--- src/rtl/hazard_ctrl_unit.sv ---
// Hazard control unit for the 5-stage MIPS pipeline.
// Drives the PC, IF/ID and ID/EX pipeline controls for three cases:
// load-use stalls, branch/jump flushes and multi-cycle multiply occupancy
// of EX. It also keeps saturating stall and flush event counters.
module hazard_ctrl_unit #(
   parameter int MUL_CYCLES = 4
) (
   input  logic        Clk,
   input  logic        Reset,
   input  logic        MemRead_EX,
   input  logic [4:0]  Rt_EX,
   input  logic [4:0]  ReadReg1_ID,
   input  logic [4:0]  ReadReg2_ID,
   input  logic        UsesRt_ID,
   input  logic        Jump_ID,
   input  logic        BranchTaken_EX,
   input  logic        MulStart_ID,
   output logic        PCWrite,
   output logic        NotStall,
   output logic        Flush,
   output logic        Bubble_EX,
   output logic        Hold_EX,
   output logic        MulBusy,
   output logic [15:0] StallCycles,
   output logic [15:0] FlushCount
);

   localparam logic RUN      = 1'b0;
   localparam logic MUL_WAIT = 1'b1;

   // Count loaded on MUL_WAIT entry: the cycle in which the multiply
   // enters EX already counts as one of its MUL_CYCLES.
   localparam logic [3:0] MUL_LOAD = 4'(MUL_CYCLES - 1);

   logic        state_q, state_d;
   logic [3:0]  count_q, count_d;
   logic [15:0] stall_q, stall_d;
   logic [15:0] flush_q, flush_d;
   logic        loadUse;

   // A load in EX whose destination is a live source of the ID instruction.
   // Register 0 is never a real dependency.
   assign loadUse = MemRead_EX && (Rt_EX != 5'd0) &&
                    ((Rt_EX == ReadReg1_ID) ||
                     (UsesRt_ID && (Rt_EX == ReadReg2_ID)));

   // Mealy control outputs and next-state selection, in hazard priority order.
   always_comb begin
      PCWrite   = 1'b1;
      NotStall  = 1'b1;
      Flush     = 1'b0;
      Bubble_EX = 1'b0;
      Hold_EX   = 1'b0;
      MulBusy   = 1'b0;
      state_d   = state_q;
      count_d   = count_q;
      if (!Reset) begin
         case (state_q)
            RUN: begin
               if (BranchTaken_EX) begin
                  Flush     = 1'b1;
                  Bubble_EX = 1'b1;
               end else if (Jump_ID) begin
                  Flush     = 1'b1;
               end else if (loadUse) begin
                  PCWrite   = 1'b0;
                  NotStall  = 1'b0;
                  Bubble_EX = 1'b1;
               end else if (MulStart_ID && (MUL_CYCLES > 1)) begin
                  state_d   = MUL_WAIT;
                  count_d   = MUL_LOAD;
               end
            end
            MUL_WAIT: begin
               PCWrite  = 1'b0;
               NotStall = 1'b0;
               Hold_EX  = 1'b1;
               MulBusy  = 1'b1;
               count_d  = count_q - 4'd1;
               if (count_q == 4'd1) begin
                  state_d = RUN;
               end
            end
            default: begin
               state_d = RUN;
               count_d = 4'd0;
            end
         endcase
      end
   end

   // Saturating event counters, fed by this cycle's control outputs.
   always_comb begin
      stall_d = stall_q;
      flush_d = flush_q;
      if (!NotStall && (stall_q != 16'hFFFF)) begin
         stall_d = stall_q + 16'd1;
      end
      if (Flush && (flush_q != 16'hFFFF)) begin
         flush_d = flush_q + 16'd1;
      end
   end

   // State and counter registers; reset aborts any multiply wait at once.
   always_ff @(posedge Clk or posedge Reset) begin
      if (Reset) begin
         state_q <= RUN;
         count_q <= 4'd0;
         stall_q <= 16'd0;
         flush_q <= 16'd0;
      end else begin
         state_q <= state_d;
         count_q <= count_d;
         stall_q <= stall_d;
         flush_q <= flush_d;
      end
   end

   assign StallCycles = stall_q;
   assign FlushCount  = flush_q;

endmodule

--- config.mk ---
export PLATFORM = sky130hd
export DESIGN_NAME = hazard_ctrl_unit
export DESIGN_NICKNAME = d
export VERILOG_FILES = /design/src/rtl/hazard_ctrl_unit.sv
export SDC_FILE = /design/constraint.sdc
export NUM_CORES = 1
export LEC_CHECK = 0
export ABC_AREA = 0
export ABC_CLOCK_PERIOD_IN_PS = 2700
export CORE_MARGIN = 8
export CORE_UTILIZATION = 45
export DETAILED_ROUTE_END_ITERATION = 7
export HOLD_SLACK_MARGIN = 0.03
export PLACE_DENSITY_LB_ADDON = 0.08
export REMOVE_ABC_BUFFERS = 1
export SYNTH_ARGS = -nofsm -noshare
export SYNTH_HDL_FRONTEND = slang
export SYNTH_SLANG_ARGS = --single-unit
--- constraint.sdc ---
create_clock -name Clk -period 2.7 [get_ports Clk]
set_input_delay 0.54 -clock Clk [delete_from_list [all_inputs] [get_ports Clk]]
set_output_delay 0.54 -clock Clk [all_outputs]
set_load 0.01 [all_outputs]
==> results_dict.tcl <==
set metrics [dict create \
    critPathSlowestCell "or4_4" \
    worst-path-buf-inv 3 \
    antenna_found_initial 0 \
    period_needed_ps 2620 \
    dr.pass1.iters 4 \
    tightestPinTransition_ps 486 \
    crit_family "buffers and inverters" \
    post-place-cells 309 \
    grt_overflow 0 \
    layout_commonest_cell "clkdlybuf4s50_1" \
    drt-initial-drc-count 43 \
    synth_top_family_by_area "simple AND/OR/NAND/NOR gates" \
    die_h_um 82.0 \
    max_slew_margin_pct 67.6 \
    synth_cell_type_count 34 \
    htree_num_levels 2 \
    critPathMaxFanout 3 \
    grt_setup_unrepaired "no" \
    status "finished, final reports clean" \
    numPortBuffers 59 \
    grt_pass1_vias 1661 \
    synth-simple-area-share_pct 21.6 \
    critical_path.startpoint_type "input port" \
    p_per_area_nw_per_um2 689 \
    hold_class "register to register" \
    grt_use_total_pct 14.3 \
    crit_path_cell_trace "clkdlybuf4s50_1, or4_4, o21ai_2, inv_2, a41oi_4, buf_2" \
    pin_count 60 \
    root_buffer "clkbuf_8" \
    final-max-slew-violation-count 0 \
    grt_pass1_wl_um 7520 \
    period_share_pct 97.1 \
    ant_nets 0 \
    arrival_ps 2080 \
    rows 24 \
    synthesis.area_um2 1960 \
    diodes 0 \
    finalCoreUtilization_pct 64.7 \
    route.detailed.drc 0 \
    synthFlopType "dfrtp_1" \
    routedWlPerCell_um 13.8 \
    clk_pin_slew_ps 80 \
    dieArea_um2 6720 \
    final_cell_mix "56 x clkdlybuf4s50_1, 37 x dfrtp_1, 22 x xor2_1, 18 x xnor2_1, 17 x nor3_1" \
    synthMuxAreaShare_pct 1.34 \
    synth_adder_area_share_pct 2.55 \
    critPathCaptureType "primary output" \
    grt_max_degree 40 \
    synth_compound_area_share_pct 5.42 \
    multi_input_area_um2 970 \
    fp.dieW_um 82.0 \
    start_util_pct 46.0 \
    ff_latch_area_um2 926 \
    gp_congestion 0.734 \
    clkLatencyLatePin_ps 290 \
    ys_warn_count 0 \
    peakVddDrop_mv 0.487 \
    cts.sinks 37 \
    cts_buffers 5 \
    vias 1641 \
    grtUsageMet2_pct 23.1 \
    maxCapViolations 0 \
    max_freq_mhz 381 \
    wirelength_um 4400 \
    synthCells 193 \
    syn_avg_cell_area_um2 10.2 \
    crit_path_max_incr_delay_ps 530 \
    dp_hpwl_um 3340 \
    cts_tree "done" \
    cts_buffer_depth 2 \
    drive_above_1_share_pct 13.2 \
    instances_no_fill 318 \
    synth_xor_area_share_pct 17.9 \
    viasPerCell 5.16 \
    critPathRequiredTime_ps 2160 \
    gr-usage-met1_pct 16.7 \
    fin_nets 291 \
    areaGrowthSynthToFinish_pct 40.7 \
    finalClockSkew_ps 9.42 \
    finalHoldViolCount 0 \
    core_um2 4260 \
    fillers 385 \
    synth_seq_area_share_pct 47.2 \
    synthArstFlopShare_pct 100 \
    ys_seq_elements 37 \
    setup_violations 0 \
    grtUsageMet3_pct 6.46 \
    grt_most_used_layer "met2" \
    synth_edf_count 0 \
    path_class "input port to primary output" \
    p_leak_nw 1.25 \
]
==> power breakdown <==
part / total [mW] / internal (mW) / leakage (nW) / switching (mW)
logic: 0.702 / 0.392 / 0.724 / 0.310
clock network: 0.371 / 0.179 / 0.0450 / 0.192
registers: 0.826 / 0.676 / 0.485 / 0.150
total: 1.90 / 1.25 / 1.25 / 0.652
==> final cells by class <==
class,count,share of cell area (%)
multi-input cells,140,35.2
repair buffers,74,25.0
flip-flops and latches,37,33.6
well taps,52,2.36
clock inverters,2,0.363
inverters,7,0.953
clock buffers,6,2.63
==> per-stage QoR <==
stage	cell area (µm²)	hold WS, ps	TNS (ps)	power [mW]	worst slack (ps)
6_report	2760	487	0	1.90	77.7
5_1_grt	2760	515	0	2.04	6.16
4_1_cts	2750	489	0	1.92	17.7
3_5_place_dp	2670	473	-1140	1.55	-413
3_3_place_gp	2670	473	-1070	1.53	-392
2_1_floorplan	1910	451	0	1.16	121
==> cell families (layout without fill, tap and decap cells) <==
| logic type | Yosys count | count (layout) |
|---|---|---|
| buffers and inverters | 16 | 89 |
| XOR/XNOR | 40 | 40 |
| multiplexers | 2 | 2 |
| AND/OR/NAND/NOR | 80 | 80 |
| adder cells (fa/ha/maj) | 4 | 4 |
| flip-flops | 37 | 37 |
| AO/OA/AOI/OAI | 14 | 14 |
==> layer usage <==
layer | vias to the layer above | routed length [µm] | part of all wire, %
met5 | - | 0 | 0
met4 | 0 | 44 | 1.0
met3 | 5 | 428 | 9.7
met2 | 55 | 2070 | 47
met1 | 771 | 1860 | 42
li1 | 810 | - | -
==> synthesized netlist by cell type, types with 2 or more instances <==
cell type / number / area [µm²]
ha_1: 4 / 50.1
a21oi_1: 4 / 20.0
nor2_1: 10 / 37.5
xnor2_1: 18 / 158
and4_1: 4 / 35.0
clkbuf_1: 3 / 11.3
buf_2: 3 / 15.0
nor3_1: 17 / 85.1
and2_1: 2 / 12.5
xor2_1: 22 / 193
and3_1: 5 / 31.3
nand4_1: 10 / 62.6
inv_1: 7 / 26.3
a31oi_1: 5 / 31.3
nand3_1: 11 / 55.1
dfrtp_1: 37 / 926
buf_4: 2 / 15.0
nand2_1: 13 / 48.8
==> sequential cells by signal (all words and copies together), names as in the netlist <==
| name | count |
|---|---|
| FlushCount | 16 |
| StallCycles | 16 |
| count_q | 4 |
| state_q | 1 |
==> repair_timing <==
| item | CTS | global route |
|---|---|---|
| setup buffers | 1 | 0 |
| endpoints found under the hold margin | 0 | 0 |
| gates resized for setup | 11 | 5 |
| hold buffers | 0 | 0 |
| pin swaps | 2 | 0 |
| gates cloned | 0 | 0 |
| endpoints found under the setup margin | 3 | 3 |
==> final timing paths <==
path,start,end,cells past startpoint,slack [ps]
max,Rt_EX[1],PCWrite,6,80
min,count_q[3]$_DFFE_PP0P_,count_q[3]$_DFFE_PP0P_,1,490
max reg2reg,StallCycles[6]$_DFFE_PP0P_,StallCycles[3]$_DFFE_PP0P_,7,730
min reg2reg,count_q[3]$_DFFE_PP0P_,count_q[3]$_DFFE_PP0P_,1,490
max in group asynchronous,Reset,StallCycles[14]$_DFFE_PP0P_,4,1430
min in group asynchronous,Reset,count_q[2]$_DFFE_PP0P_,4,930
No activity file was read; power rests on OpenSTA's default activity.
